`src/rtl/cb_if.sv`:
```
// Pattern-generator control/data bundle: the controller drives enable and
// num_levels, and the generator returns the packed cell-level word.
interface cb_if #(
  parameter int N_CELLS  = 12,
  parameter int LVL_BITS = 4
);
  logic                         enable;
  logic [LVL_BITS:0]            num_levels;
  logic [N_CELLS*LVL_BITS-1:0]  data_out;

  modport master (output enable, num_levels, input data_out);
  modport slave  (input enable, num_levels, output data_out);
endinterface

```
`src/rtl/cb_checkerboard.sv`:
```
// Multi-level diagonal checkerboard generator: cell i of each word is
// (i + step) mod L, and step advances by one on every enabled edge.

// One link of the modulo chain: next level = prev + 1, wrapping at L.
module cb_lane #(
  parameter int LVL_BITS = 4
) (
  input  logic [LVL_BITS-1:0] prev,
  input  logic [LVL_BITS:0]   lcnt,
  output logic [LVL_BITS-1:0] cur
);
  logic [LVL_BITS:0] inc;

  assign inc = {1'b0, prev} + (LVL_BITS+1)'(1);
  assign cur = (inc == lcnt) ? '0 : inc[LVL_BITS-1:0];
endmodule

module cb_checkerboard #(
  parameter int N_CELLS  = 12,
  parameter int LVL_BITS = 4
) (
  input  logic clk,
  input  logic rst,
  cb_if.slave  bus
);
  localparam logic [LVL_BITS:0] ONE  = (LVL_BITS+1)'(1);
  localparam logic [LVL_BITS:0] MAXL = (LVL_BITS+1)'(1 << LVL_BITS);

  logic [LVL_BITS-1:0]               step, step_eff, step_nxt;
  logic [LVL_BITS:0]                 lcnt, step_inc;
  logic [N_CELLS-1:0][LVL_BITS-1:0]  pat;
  logic [N_CELLS*LVL_BITS-1:0]       data_q;

  // Clamp the requested level count into 1..2**LVL_BITS.
  always_comb begin
    lcnt = bus.num_levels;
    if (bus.num_levels <= ONE)      lcnt = ONE;
    else if (bus.num_levels > MAXL) lcnt = MAXL;
  end

  // A step left over from a larger L restarts the pattern at phase 0.
  assign step_eff = ({1'b0, step} >= lcnt) ? '0 : step;
  assign step_inc = {1'b0, step_eff} + ONE;
  assign step_nxt = (step_inc == lcnt) ? '0 : step_inc[LVL_BITS-1:0];

  for (genvar i = 0; i < N_CELLS; i++) begin : g_cell
    logic [LVL_BITS-1:0] val;
    if (i == 0) begin : g_base
      assign val = step_eff;
    end else begin : g_inc
      cb_lane #(.LVL_BITS(LVL_BITS)) u_lane (
        .prev (g_cell[i-1].val),
        .lcnt (lcnt),
        .cur  (val)
      );
    end
    assign pat[i] = val;
  end

  always_ff @(posedge clk) begin
    if (!rst) begin
      step   <= '0;
      data_q <= '0;
    end else if (bus.enable) begin
      step   <= step_nxt;
      data_q <= pat;
    end
  end

  assign bus.data_out = data_q;
endmodule

```
`src/flat_wrapper.sv`:
```
// flat-port wrapper written by rule: the top's interface ports become plain ports
module cb_checkerboard_flat 
#(
  parameter int N_CELLS  = 12,
  parameter int LVL_BITS = 4
)
  (clk, rst, bus_enable, bus_num_levels, bus_data_out);
  cb_if #(.N_CELLS(N_CELLS), .LVL_BITS(LVL_BITS)) bus_i ();
  input  logic clk;
  input  logic rst;
  input wire logic [$bits(bus_i.enable)-1:0] bus_enable;
  input wire logic [$bits(bus_i.num_levels)-1:0] bus_num_levels;
  output wire logic [$bits(bus_i.data_out)-1:0] bus_data_out;
  assign bus_i.enable = bus_enable;
  assign bus_i.num_levels = bus_num_levels;
  assign bus_data_out = bus_i.data_out;
  cb_checkerboard #(.N_CELLS(N_CELLS), .LVL_BITS(LVL_BITS)) u_core (.clk(clk), .rst(rst), .bus(bus_i));
endmodule
```
`config.mk`:
```
export PLATFORM = sky130hd
export DESIGN_NAME = cb_checkerboard_flat
export DESIGN_NICKNAME = d
export VERILOG_FILES = /design/src/rtl/cb_if.sv /design/src/rtl/cb_checkerboard.sv /design/src/flat_wrapper.sv
export SDC_FILE = /design/constraint.sdc
export NUM_CORES = 1
export LEC_CHECK = 0
export CAP_MARGIN = 10
export CORE_MARGIN = 4
export CORE_UTILIZATION = 61
export CTS_BUF_LIST = sky130_fd_sc_hd__clkbuf_8
export DETAILED_ROUTE_END_ITERATION = 8
export PLACE_DENSITY = 0.88
export SETUP_SLACK_MARGIN = 0.15
export SLEW_MARGIN = 40
export SYNTH_ARGS = -nofsm -noshare
export SYNTH_HDL_FRONTEND = slang
export SYNTH_HIERARCHICAL = 1
export SYNTH_SLANG_ARGS = --single-unit
```
`constraint.sdc`:
```
create_clock -name clk -period 29.5 [get_ports clk]
set_input_delay 2.95 -clock clk [delete_from_list [all_inputs] [get_ports clk]]
set_output_delay 2.95 -clock clk [all_outputs]
set_load 0.05 [all_outputs]
```
==> metrics <==
status=complete, no violations; Arrival @ worst endpoint=between 15 and 20 ns; Slowest cell on crit path=a2111o_1; Die Height=88.9 µm; Initial Util=62.9%; Setup crit end kind=flop; setup_tns=0 ns; post-synthesis sequential area ratio=26.1%; Critical Path Fanout Max=40; Layout Nets=536; Final Skew=0.00728 ns; Die X=88.9 µm; ANT nets after route=0; first-pass GRT wire length=about 15 mm; Global Route Usage Sum=24.1%; syn nets=about 480; worst r2r path cells=63; row cnt=29; Overflow after GRT=0; worst r2r dst=u_core/bus.data_out[47]; DR vias=3599; Yosys top cell by area=dfxtp_1; RSZ-0062 raised after global routing=no; dpl ws=10.56 ns; max frequency=approximately 0.053 GHz; min cycle time layout=18.86 ns; flop2flop setup slack=~14 ns; Clock Tree Buf Depth=2; vias in the first global route=3403; later-pin clock latency in the skew report=0.31 ns; Syn. warnings=6; die area=between 0.007 and 0.008 mm²; syn_area_per_cell=8.74 µm²; DPL Wire Length=6.24 mm; hold slack=0.510 ns; Distinct cells, synth=40; pin count of the biggest net entering global routing=59; clock-pin slew on the worst setup and hold paths=0.09 ns; period utilization=around 64%; Post-Synthesis Cells=457; Final Wtd Congestion=0.876; Root Buffer=clkbuf_8; DRC=0; Slew HR=a little under three fifths; slew at the pin with the worst max-slew slack=0.654 ns; most used cell, CP=ha_1; cts repair resizes=0; EDFF count, synth=0; layout cells sized above 1=5.85%; CTS Hold Bufs=0; required time of the critical path=29.70 ns; main flop type after synthesis=dfxtp_1; Final Hold Vio Count=0; Largest stage delay, worst path=0.51 ns; mean routed wirelength per cell=about 16 µm; final setup vio count=0; WHS Endpoint=u_core/bus.data_out[3]; H-tree levels=2; fillers=493; DR pass1 iterations=4; ranking of synthesized cells by area=dfxtp_1, mux2i_1, nor2b_1, xor2_1, a31oi_1; cts bufs inserted=5; non-filler cells in the finished layout=590; ANT cells=0; CP startpoint kind=primary input; Critical path buffers and inverters=3; CP delay by family, top=compound AO/OA/AOI/OAI gates; hold path start=u_core/bus.data_out[3]; Clock Sinks=52; Synth Cell Area=0.00399 mm²; PnR worst setup slack=10.64 ns; Final Max Tran Viols=0; Iter 0 DRT Violations=218; synthesis-stage register bit count=52; Crit Path Class=in -> reg; reg-to-reg critical path startpoint=u_core/step[0]; Synth top area share=about a quarter; HP Class=reg -> reg; I/O Buffers=55; Hold Path Depth=2; vias per cell=6.10; # Post-CTS Setup Buffers=0; CTS tree=done; initial antenna violation count=0; max_cap viols=0; Boundary Pins=between 50 and 60; core area=approximately 0.0063 mm²; Post-synth ARST share=0%; Area Overhead vs Synth=19.0%; dpl cells=581; final WL=about 9.2 mm
## layer usage
metal / GRT usage, % / share of wire, % / up-vias
met4: 5.08 / 0.63 / 0
met1: 31.2 / 47 / 1714
met2: 42.6 / 48 / 104
met5: 0 / 0 / -
li1: - / - / 1775
met3: 3.50 / 4.3 / 6
## tightest hold or removal path: stages, from the launching register on
cell	delay [ns]
dfxtp_1	0.34
nand2b_1	0.07
a21boi_0	0.07
## worst max-delay path by stage
| stage | startpoint | endpoint | slack (ns) | depth (start not counted) |
|---|---|---|---|---|
| 6_report | bus_num_levels[4] | u_core/bus.data_out[47] | 10.64 | 66 |
| 5_1_grt | bus_num_levels[1] | u_core/bus.data_out[44] | 9.37 | 67 |
| 4_1_cts | bus_num_levels[4] | u_core/bus.data_out[47] | 10.81 | 66 |
| 3_5_place_dp | bus_num_levels[4] | u_core/bus.data_out[47] | 10.56 | 66 |
| 3_3_place_gp | bus_num_levels[4] | u_core/bus.data_out[47] | 11.23 | 66 |
| 2_1_floorplan | bus_num_levels[1] | u_core/bus.data_out[46] | 12.56 | 65 |
## logic make-up after synthesis
| family | count (synthesis) | share of synthesized area, % |
|---|---|---|
| xor+xnor | 58 | 12.7 |
| fa+ha+maj | 16 | 5.01 |
| simple gates | 140 | 21.5 |
| buf+inv | 32 | 3.16 |
| flops | 52 | 26.1 |
| compound gates | 114 | 20.2 |
| mux | 45 | 11.3 |
## Yosys cell counts (2+ instances only)
library cell,number
mux2i_1,45
nand2b_1,6
nand3_1,15
a21boi_0,4
a211oi_2,11
nand3b_1,5
nor2b_1,59
or2_1,11
a2111oi_0,2
nor2_1,16
o21ai_0,4
a21oi_1,12
nand2_1,8
xnor2_1,25
ha_1,16
o21ai_1,13
o21bai_1,12
and2_1,3
o211ai_1,2
o311ai_0,2
inv_1,18
nor3_1,2
o31ai_1,3
xor2_1,33
clkbuf_1,9
and4b_1,11
dfxtp_1,52
a31oi_1,44
buf_1,3
## final cells by class
| type | instances | area [µm²] | share of cell area [%] |
|---|---|---|---|
| timing repair buffer | 62 | 611 | 12.8 |
| clock buffer | 5 | 68.8 | 1.45 |
| sequential | 52 | 1040 | 21.9 |
| multi-input combinational | 373 | 2830 | 59.5 |
| inverter | 18 | 67.6 | 1.42 |
| clock inverter | 3 | 42.5 | 0.895 |
| tap | 77 | 96.3 | 2.03 |
## layout by cell type (no fill, tap or decap), drive strengths merged, types with 8 or more instances in the layout
cell / instances
buf: 8
o21bai: 12
nor2: 16
clkdlybuf4s50: 54
nand2: 8
mux2i: 45
xnor2: 25
or2: 11
nand3: 15
and4b: 11
nor2b: 60
a21oi: 12
a31oi: 45
xor2: 33
inv: 18
ha: 16
dfxtp: 52
a211oi: 12
o21ai: 17
## per-stage QoR
step | utilization (%) | instance area [µm²]
after detailed placement | 72.8 | 4620
final | 74.8 | 4750
after CTS | 74.5 | 4730
after global placement | 72.8 | 4620
after global routing | 74.8 | 4750
after floorplan | - | 3990
## registers in the layout, indices dropped and copies added, names as in the netlist
name and count:
u_core/bus.data_out 48, u_core/step 4
Power is not shown: default switching activity piles up to over one toggle a cycle in this logic, so the estimate is an artifact.
